## config.mk

```make
export PLATFORM = sky130hd
export DESIGN_NAME = gate_tt_sweeper
export DESIGN_NICKNAME = d
export VERILOG_FILES = /design/src/rtl/gate_tt_pkg.sv /design/src/rtl/gate_tt_sweeper_settle_timer.sv /design/src/rtl/gate_tt_sweeper.sv
export SDC_FILE = /design/constraint.sdc
export NUM_CORES = 1
export LEC_CHECK = 0
export ABC_AREA = 1
export CORE_UTILIZATION = 53
export CTS_CLUSTER_SIZE = 20
export DETAILED_ROUTE_END_ITERATION = 6
export GPL_ROUTABILITY_DRIVEN = 0
export HOLD_SLACK_MARGIN = 0.06
export PLACE_DENSITY = 0.9
export RECOVER_POWER = 25
export SLEW_MARGIN = 20
export SYNTH_ARGS = -nofsm -noshare
export SYNTH_HDL_FRONTEND = slang
export SYNTH_HIERARCHICAL = 1
export SYNTH_SLANG_ARGS = --single-unit
```

## constraint.sdc

```tcl
create_clock -name clk -period 2.9 [get_ports clk]
set_clock_uncertainty 0.15 [all_clocks]
set_input_delay 0.58 -clock clk [delete_from_list [all_inputs] [get_ports clk]]
set_output_delay 0.58 -clock clk [all_outputs]
set_load 0.05 [all_outputs]
```

## src/rtl/gate_tt_pkg.sv

```systemverilog
// Shared types and constants for the gate truth-table sweeper.
package gate_tt_pkg;

    typedef enum logic [1:0] {
        IDLE  = 2'd0,
        APPLY = 2'd1,
        DONE  = 2'd2
    } state_t;

    localparam int VEC_COUNT = 4;

    // Truth tables indexed by {a,b}
    localparam logic [3:0] NAND_TT = 4'b0111;
    localparam logic [3:0] AND_TT  = 4'b1000;
    localparam logic [3:0] OR_TT   = 4'b1110;
    localparam logic [3:0] NOR_TT  = 4'b0001;
    localparam logic [3:0] XOR_TT  = 4'b0110;
    localparam logic [3:0] XNOR_TT = 4'b1001;

endpackage

```

## src/rtl/gate_tt_sweeper_settle_timer.sv

```systemverilog
// Loadable down-counter that stops at zero; zero flags the end of a settle window.
module settle_timer #(
    parameter int WIDTH = 2
) (
    input  logic             clk,
    input  logic             rst_n,
    input  logic             load,
    input  logic [WIDTH-1:0] load_val,
    input  logic             en,
    output logic             zero
);

    logic [WIDTH-1:0] cnt;

    always_ff @(posedge clk or negedge rst_n) begin
        if (!rst_n) begin
            cnt <= '0;
        end else if (load) begin
            cnt <= load_val;
        end else if (en && (cnt != '0)) begin
            cnt <= cnt - 1'b1;
        end
    end

    assign zero = (cnt == '0);

endmodule

```

## src/rtl/gate_tt_sweeper.sv

```systemverilog
// Drives a 2-input gate through all four input vectors and scores its truth table.
module gate_tt_sweeper
    import gate_tt_pkg::*;
#(
    parameter int         SETTLE_CYCLES = 2,
    parameter logic [3:0] EXP_TT        = NAND_TT
) (
    input  logic       clk,
    input  logic       rst_n,
    input  logic       start,
    input  logic       y_in,
    output logic       a_out,
    output logic       b_out,
    output logic       busy,
    output logic       done,
    output logic       pass,
    output logic [3:0] obs_tt,
    output logic [3:0] mismatch,
    output logic [2:0] err_cnt
);

    localparam int               CNT_W    = $clog2(SETTLE_CYCLES + 1);
    localparam logic [CNT_W-1:0] RELOAD   = CNT_W'(SETTLE_CYCLES - 1);
    localparam logic [1:0]       LAST_IDX = 2'(VEC_COUNT - 1);

    generate
        if (SETTLE_CYCLES < 1 || SETTLE_CYCLES > 255) begin : g_bad_settle
            $error("gate_tt_sweeper: SETTLE_CYCLES must be in 1..255");
        end
    endgenerate

    state_t     state;
    logic [1:0] idx;
    logic       timer_load;
    logic       timer_en;
    logic       timer_zero;
    logic       sample_hit;
    logic       mis_bit;

    assign sample_hit = (state == APPLY) && timer_zero;
    assign mis_bit    = y_in ^ EXP_TT[idx];
    assign timer_en   = (state == APPLY);
    assign timer_load = ((state == IDLE) && start) || (sample_hit && (idx != LAST_IDX));

    settle_timer #(
        .WIDTH(CNT_W)
    ) u_settle_timer (
        .clk     (clk),
        .rst_n   (rst_n),
        .load    (timer_load),
        .load_val(RELOAD),
        .en      (timer_en),
        .zero    (timer_zero)
    );

    // pass is resolved on the final sample edge so it is already valid alongside done
    always_ff @(posedge clk or negedge rst_n) begin
        if (!rst_n) begin
            state    <= IDLE;
            idx      <= 2'd0;
            a_out    <= 1'b0;
            b_out    <= 1'b0;
            busy     <= 1'b0;
            done     <= 1'b0;
            pass     <= 1'b0;
            obs_tt   <= 4'b0;
            mismatch <= 4'b0;
            err_cnt  <= 3'd0;
        end else begin
            case (state)
                IDLE: begin
                    done <= 1'b0;
                    if (start) begin
                        state    <= APPLY;
                        busy     <= 1'b1;
                        idx      <= 2'd0;
                        a_out    <= 1'b0;
                        b_out    <= 1'b0;
                        pass     <= 1'b0;
                        obs_tt   <= 4'b0;
                        mismatch <= 4'b0;
                        err_cnt  <= 3'd0;
                    end
                end
                APPLY: begin
                    if (timer_zero) begin
                        obs_tt[idx]   <= y_in;
                        mismatch[idx] <= mis_bit;
                        err_cnt       <= err_cnt + {2'b00, mis_bit};
                        if (idx == LAST_IDX) begin
                            state <= DONE;
                            busy  <= 1'b0;
                            done  <= 1'b1;
                            idx   <= 2'd0;
                            a_out <= 1'b0;
                            b_out <= 1'b0;
                            pass  <= (err_cnt == 3'd0) && !mis_bit;
                        end else begin
                            idx            <= idx + 2'd1;
                            {a_out, b_out} <= idx + 2'd1;
                        end
                    end
                end
                DONE: begin
                    done  <= 1'b0;
                    state <= IDLE;
                end
                default: begin
                    state <= IDLE;
                end
            endcase
        end
    end

endmodule

```

# Word level (Yosys, flattened, before mapping)
# Cells that the tools add are included.
[totals]
register_bits = 22
mem_count = 0
latchBits = 0
wordCells = 85
out_inout_bits = 16
rom_bits = 0
inputBits = 4
ramBits = 0
[classes]
muxes = 41
bitwise_logic = 1
n_addsub = 3
n_lt_le_gt_ge = 2
n_eq_ne = 7
multipliers = 0
div = 0
shift = 0
reduce_logical = 20
[ops]
columns = ["operator", "count"]
rows = [
  ["$mux W2", 8],
  ["$pmux W4 S2", 2],
  ["$mux W1", 14],
  ["$mux W4", 3],
  ["$pmux W1 S2", 5],
  ["$reduce_and A3 Y1", 3],
  ["$bwmux W4", 2],
  ["$ne A2 B2 Y1 const B", 4],
  ["$pmux W2 S2", 2],
  ["$reduce_bool A2 Y1", 4],
  ["$logic_and A1 B1 Y1", 6],
  ["$mux W3", 2],
  ["$pmux W3 S2", 1],
  ["$eq A2 B2 Y1 const B", 2],
  ["$logic_not A2 Y1", 2],
  ["$reduce_and A4 Y1", 1],
  ["$add A3 B1 Y3", 1],
  ["$logic_not A3 Y1", 1],
  ["$lt A2 B3 Y1 const B", 1],
  ["$add A2 B1 Y2 const B", 1],
  ["$bmux W1 S2", 1],
  ["$demux W1 S2", 1],
  ["$eq A2 B1 Y1 const B", 1],
  ["$ge A2 B1 Y1 const B", 1],
  ["other kinds (5)", 5],
]

# Longest topological paths before layout
# Gate-level depths: netlist of run 1.
[logic_depth]
ltp_word = 8
ltp_mapped = 8
mapped_depth_nobuf = 8

# Modules after synthesis
# Netlist of run 1, hierarchy kept.
[modules_own_cells]
columns = ["mod", "seq_area_each_um2", "cells_per_inst", "instances", "area_each_um2"]
rows = [
  ["gate_tt_sweeper", 425.4, 111, 1, 893.4],
  ["settle_timer", 50.0, 19, 1, 127.6],
]

# Worst setup path before layout of run 1
# OpenSTA, ideal clock, no wires.
[synth_timing]
path_kind = "flip-flop to flip-flop"
startpoint = "register idx[1]"
endpoint = "register err_cnt[2]"
t_arrival_ps = 1891
path_slack_ps = 740
path_stages_with_launch = 9
synth_period_minus_slack_ps = 2160
required_time_ps = 2631
n_path_buf = 0
setup_time_ps = 119
cell_sequence = "dfrtp_1 -> ha_1 -> ha_1 -> inv_1 -> ha_1 -> ha_1 -> xor2_1 -> nand3_1 -> nand2_1"
[synth_via]
elab_chain_cells = 6
[synth_rtl]
columns = ["element", "line", "source"]
rows = [
  ["from (decl)", "gate_tt_sweeper.sv:33", "logic [1:0] idx;"],
  ["from (signal assigned)", "gate_tt_sweeper.sv:99", "idx <= idx + 2'd1;"],
  ["$bmux W1 S2", "gate_tt_sweeper.sv:41", "assign mis_bit = y_in ^ EXP_TT[idx];"],
  ["$mux W1 (implied by the code)", "gate_tt_sweeper.sv:41", ""],
  ["$xor A1 B1 Y1", "gate_tt_sweeper.sv:41", ""],
  ["$add A3 B1 Y3", "gate_tt_sweeper.sv:89", "err_cnt <= err_cnt + {2'b00, mis_bit};"],
  ["$mux W3", "gate_tt_sweeper.sv:86", "if (timer_zero) begin"],
  ["$pmux W3 S2", "gate_tt_sweeper.sv:70", "case (state)"],
  ["to (signal assigned)", "gate_tt_sweeper.sv:89", ""],
  ["to (decl)", "gate_tt_sweeper.sv:19", "output logic [2:0] err_cnt"],
]
# Every way passes these cells. The select of a mux whose other input is x is not followed.
# A chain may end at the register's enable or synchronous reset.

# Final worst setup path of run 1
[layout_timing]
startpoint = "register b_out"
endpoint = "output b_out"
[layout_lines]
columns = ["element", "line", "source"]
rows = [
  ["from (decl)", "gate_tt_sweeper.sv:13", "output logic b_out,"],
  ["from (signal assigned)", "gate_tt_sweeper.sv:100", "{a_out, b_out} <= idx + 2'd1;"],
]
# No word-level cell between the ends.

==> impl_metrics.toml, run 1 <==
[run_status]
run_status = "completed"

[power_and_ir_drop]
p_leak_nw = 0.718
switchingPower_mw = 0.812
pwr-share-clk = 0.089
pwr-share-seq = 0.297
ir_worst_vdd_uv = 663
power-per-cell-area_nw_per_um2 = 1230
p_int_mw = 0.724
switching_share = 0.529
comb_power_share = 0.614

[clock_network]
cts_hold_buf = 0
clock-sinks = 19
clk_path_buf_depth = 2
cts_buffers = 3
clock-root-buffer = "clkbuf_4"
post-cts-setup-buffers = 0
clk_pin_slew_ns = 0.10
cts_resized = 0
cts_tree = "done"
htreeDepth = 1
clk_latency_ns = 0.31

[routing]
via_per_inst = 5.09
drt_iter0_drc = 14
vias = 891
routed_wl_um = 2140
postRouteAntennaNets = 0
drc_errors = 0
drtPass1Iterations = 4
wire_per_inst_um = 12.2

[timing]
rsz0062_at_grt = "no"
min_period_over_period = 0.809
max_freq_ghz = 0.426
tns_ns = 0
hold_viol_final = 0
setup-violations-final = 0
holdWs_ns = 0.329
setup_slack_ns = 0.552
slew_headroom = 0.421
finalCriticalPeriod_ns = 2.35
finalMaxSlewViolations = 0
worst_pin_slew_ns = 0.865

[logic_synthesis]
synth_cell_types = 17
ys_ff_latch = 19
syn_nets = 142
yosysWarnings = 6
synth_area_um2 = 1020
synthCells = 130
ys_seq_area_frac = 0.466
syn_avg_cell_area_um2 = 7.85

[cells_and_area]
syn2layout_area_growth_pct = 21.9
nets = 163
n_fill_cell = 165
layout_common_cells = "nand2_1 (52), dfrtp_1 (19), clkdlybuf4s50_1 (17), inv_1 (15), nand3_1 (14)"
num_antenna_cells = 0
drive_gt1_frac = 0.0533
final_common_cell = "nand2_1"

[critical_path]
path_class = "reg2out"
slowest_delay_ns = 0.85
path_cells = "clkdlybuf4s50_1"
path_buf_inv = 1
rrSetupSlack_ns = 0.88
r2r_end = "err_cnt[2]$_DFFE_PN0P_"
rr_startpoint = "b_out$_DFFE_PN0P_"
path_max_fanout = 6
cp-start-kind = "flip-flop"
cp-end-kind = "output port"
rr_worst_depth = 8
arrival_ns = 1.62
worst_path_max_delay_cell = "clkdlybuf4s50_1"
crit_family = "buffers and inverters"
crit_path_start = "b_out$_DFFE_PN0P_"
worstPathRequired_ns = 2.17

[min_path]
min_path_type = "reg2reg"
worstHoldStart = "obs_tt[0]$_DFFE_PN0P_"
hold_path_depth = 2
whs_endpoint = "obs_tt[0]$_DFFE_PN0P_"

[global_routing]
grt_antenna_before_repair = 0
first_global_vias = 883
grt_overflow = 0
track_usage = 0.237
grt_max_degree = 20
grt_first_pass_wirelength_um = 3550

[floorplan]
start_util = 0.579
die_x_um = 45.9
rows = 15
io_pins = 20
core_um2 = 1760
die_area_um2 = 2110
die_h_um = 45.9

[place]
dp_hpwl_um = 1630
pre_cts_ws_ns = 0.511
port_buffers = 19

[job]
cap_violations = 0
## sequential cells by signal, summed over array words and instances, names as in the netlist
register            count
done                    1
obs_tt                  4
err_cnt                 3
idx                     1
pass                    1
b_out                   1
mismatch                3
state                   2
busy                    1
u_settle_timer/cnt      2
## routing by layer
metal / vias up / wire [µm] / track usage
li1: 440 / - / -
met4: 0 / 47 / 0.135
met2: 20 / 1110 / 0.408
met1: 424 / 929 / 0.272
met3: 7 / 57 / 0.0397
met5: - / 0 / 0
## kinds of logic after synthesis
logic type                 Yosys count  share of synthesized area
xor gates and xnor gates             1                    0.00858
adders and majority gates            8                     0.0980
buffers and inverters               20                     0.0858
DFF                                 19                      0.466
AOI/OAI and AO/OA                    3                     0.0147
other                                2                    0.00736
and+or+nand+nor                     77                      0.320
## cell usage after synthesis
cell type,count,share of area
nor2_1,4,0.015
nand3_1,14,0.069
buf_2,1,0.0049
ha_1,8,0.098
inv_1,15,0.055
buf_4,1,0.0074
conb_1,2,0.0074
nand2_1,52,0.19
nand3_2,1,0.0098
inv_2,2,0.0074
nor3_1,1,0.0049
o21ai_0,3,0.015
nand2_2,2,0.012
xor2_1,1,0.0086
buf_6,1,0.011
nand4_1,3,0.018
dfrtp_1,19,0.47
## power groups by stage
stage	Combinational (mW)	Sequential, mW	Clock [mW]
floorplan	0.416	0.719	0
global placement	0.904	0.452	0
detailed placement	0.943	0.459	0
CTS	0.949	0.455	0.137
global route	1.03	0.467	0.149
finish	0.943	0.457	0.136
## cell type report
class / count / area (µm²) / area share
Clock buffer: 4 / 26.3 / 0.0211
Tap cell: 25 / 31.3 / 0.0251
Sequential cell: 19 / 475 / 0.382
Multi-Input combinational cell: 91 / 458 / 0.368
Timing Repair Buffer: 19 / 190 / 0.153
Inverter: 17 / 63.8 / 0.0513
## worst max-delay path by stage
stage,endpoint,slack [ns],depth (start not counted)
global route,b_out,0.51,1
global placement,err_cnt[2]$_DFFE_PN0P_,0.58,8
floorplan,err_cnt[2]$_DFFE_PN0P_,0.74,8
finish,b_out,0.55,1
detailed placement,err_cnt[2]$_DFFE_PN0P_,0.51,8
CTS,b_out,0.54,1
## per-stage QoR
| step | total power, mW | instance area, µm² | util | cells |
|---|---|---|---|---|
| 2_1_floorplan | 1.13 | 1020 | - | 130 |
| 3_3_place_gp | 1.36 | 1220 | 0.691 | 171 |
| 3_5_place_dp | 1.40 | 1220 | 0.691 | 171 |
| 4_1_cts | 1.54 | 1240 | 0.706 | 175 |
| 5_1_grt | 1.65 | 1240 | 0.706 | 175 |
| 6_report | 1.54 | 1240 | 0.706 | 175 |
No activity file was read; power rests on OpenSTA's default activity.
==> run 2, diff against run 1 <==
--- a/config.mk
+++ b/config.mk
@@ -6,12 +6,13 @@
 export NUM_CORES = 1
 export LEC_CHECK = 0
 export ABC_AREA = 1
-export CORE_UTILIZATION = 53
+export CORE_ASPECT_RATIO = 1.75
+export CORE_UTILIZATION = 45
 export CTS_CLUSTER_SIZE = 20
 export DETAILED_ROUTE_END_ITERATION = 6
 export GPL_ROUTABILITY_DRIVEN = 0
 export HOLD_SLACK_MARGIN = 0.06
-export PLACE_DENSITY = 0.9
+export PLACE_DENSITY = 0.82
 export RECOVER_POWER = 25
 export SLEW_MARGIN = 20
 export SYNTH_ARGS = -nofsm -noshare
==> constraint.sdc (replaced) <==
create_clock -name clk -period 2.15 [get_ports clk]
set_clock_uncertainty 0.15 [all_clocks]
set_input_delay 0.43 -clock clk [delete_from_list [all_inputs] [get_ports clk]]
set_output_delay 0.43 -clock clk [all_outputs]
set_load 0.05 [all_outputs]
==> impl_metrics.toml, run 2 (same netlist as run 1, synthesis figures left out) <==
[timing]
finalCriticalPeriod_ns = 2.11
worst_pin_slew_ns = 0.981
finalMaxSlewViolations = 0
setup_slack_ns = 0.0423
setup-violations-final = 0
rsz0062_at_grt = "no"
holdWs_ns = 0.332
hold_viol_final = 0
tns_ns = 0
min_period_over_period = 0.980
slew_headroom = 0.346
max_freq_ghz = 0.474

[critical_path]
path_buf_inv = 1
slowest_delay_ns = 0.81
crit_family = "buffers and inverters"
path_cells = "clkdlybuf4s50_1"
path_class = "reg2out"
path_max_fanout = 5
cp-end-kind = "output port"
worstPathRequired_ns = 1.57
cp-start-kind = "flip-flop"
arrival_ns = 1.53
worst_path_max_delay_cell = "clkdlybuf4s50_1"

[clock_network]
clk_latency_ns = 0.31
clk_pin_slew_ns = 0.10
post-cts-setup-buffers = 0
cts_tree = "done"
clock-root-buffer = "clkbuf_4"
clock-sinks = 19
clk_path_buf_depth = 2
cts_buffers = 3
htreeDepth = 1

[floorplan]
rows = 22
core_um2 = 2120
die_area_um2 = 2470
io_pins = 20
start_util = 0.482
die_x_um = 38.0
die_h_um = 65.0

[run_status]
run_status = "completed"

[global_routing]
grt_antenna_before_repair = 0
grt_max_degree = 20
track_usage = 0.201
grt_overflow = 0
first_global_vias = 887
grt_first_pass_wirelength_um = 3490

[job]
cap_violations = 0

[cells_and_area]
fin_util = 0.598
nets = 167
drive_gt1_frac = 0.104
postLayoutCellArea_um2 = 1270
syn2layout_area_growth_pct = 24.1
largest-register = "obs_tt"
final_common_cell = "nand2_1"
layout_common_cells = "nand2_1 (52), dfrtp_1 (17), inv_1 (15), nand3_1 (14), clkdlybuf4s50_1 (14)"
fin_cells = 178
largestRegisters = "obs_tt (4), err_cnt (3), mismatch (3)"
num_antenna_cells = 0
largest_reg_flops = 4

[power_and_ir_drop]
power-per-cell-area_nw_per_um2 = 1630
p_total_mw = 2.07
ir_worst_vdd_uv = 697
p_leak_nw = 0.747

[min_path]
min_path_type = "reg2reg"

[place]
dp_hpwl_um = 1560
placed_cell_area_um2 = 1240
place_inst = 174
pre_cts_ws_ns = 0.00254
port_buffers = 19

[routing]
routed_wl_um = 2030
drc_errors = 0
wire_per_inst_um = 11.4
drt_iter0_drc = 29
vias = 885
drtPass1Iterations = 4
via_per_inst = 4.97
postRouteAntennaNets = 0
## run 2: changes by cell type in the layout (fill, tap and decap cells not counted)
| cell | delta |
|---|---|
| buf_4 | +6 |
| dfrtp_1 | -2 |
| clkbuf_1 | +1 |
| dlymetal6s2s_1 | +1 |
| dfrtp_2 | +2 |
| dlygate4sd3_1 | -1 |
| clkdlybuf4s50_1 | -3 |
## run 2: worst paths after layout
path,start,endpoint,slack (ns),depth (start not counted)
setup / recovery,idx[1]$_DFFE_PN0P_,a_out,0.04,1
hold / removal,obs_tt[1]$_DFFE_PN0P_,obs_tt[1]$_DFFE_PN0P_,0.33,2
setup reg to reg,idx[1]$_DFFE_PN0P_,err_cnt[2]$_DFFE_PN0P_,0.16,8
hold reg to reg,obs_tt[1]$_DFFE_PN0P_,obs_tt[1]$_DFFE_PN0P_,0.33,2
max in group asynchronous,rst_n,b_out$_DFFE_PN0P_,0.55,2
min in group asynchronous,rst_n,obs_tt[3]$_DFFE_PN0P_,0.63,2
## run 2: what timing repair did
item                                    in CTS  in global routing
endpoints found under the setup margin       0                  1
resized for setup                            0                  1
hold buffers                                 0                  0
endpoints found under the hold margin        0                  0
## run 2: layout make-up
cell class,count,area [µm²]
Clock buffer,4,26.3
Fill cell,184,852
Inverter,17,63.8
Multi-Input combinational cell,91,458
Sequential cell,19,478
Tap cell,24,30.0
Timing Repair Buffer,23,211
## run 2: report_power, final
| part | internal (mW) | switching, mW | total [mW] | leakage (nW) |
|---|---|---|---|---|
| Sequential | 0.501 | 0.113 | 0.614 | 0.240 |
| Combinational | 0.412 | 0.863 | 1.27 | 0.492 |
| Clock | 0.0725 | 0.110 | 0.182 | 0.0150 |
## run 2: worst min-delay path, cell delays in order, from the launching register on
cell and delay [ns]:
dfrtp_1 0.35, nand2_1 0.05, nand2_1 0.05
## run 2: per-layer routing
metal	up-vias	global-route usage	routed length (µm)
met1	410	0.213	756
met2	20	0.343	1140
met3	5	0.0308	76
met4	0	0.138	57
met5	-	0	0
li1	450	-	-
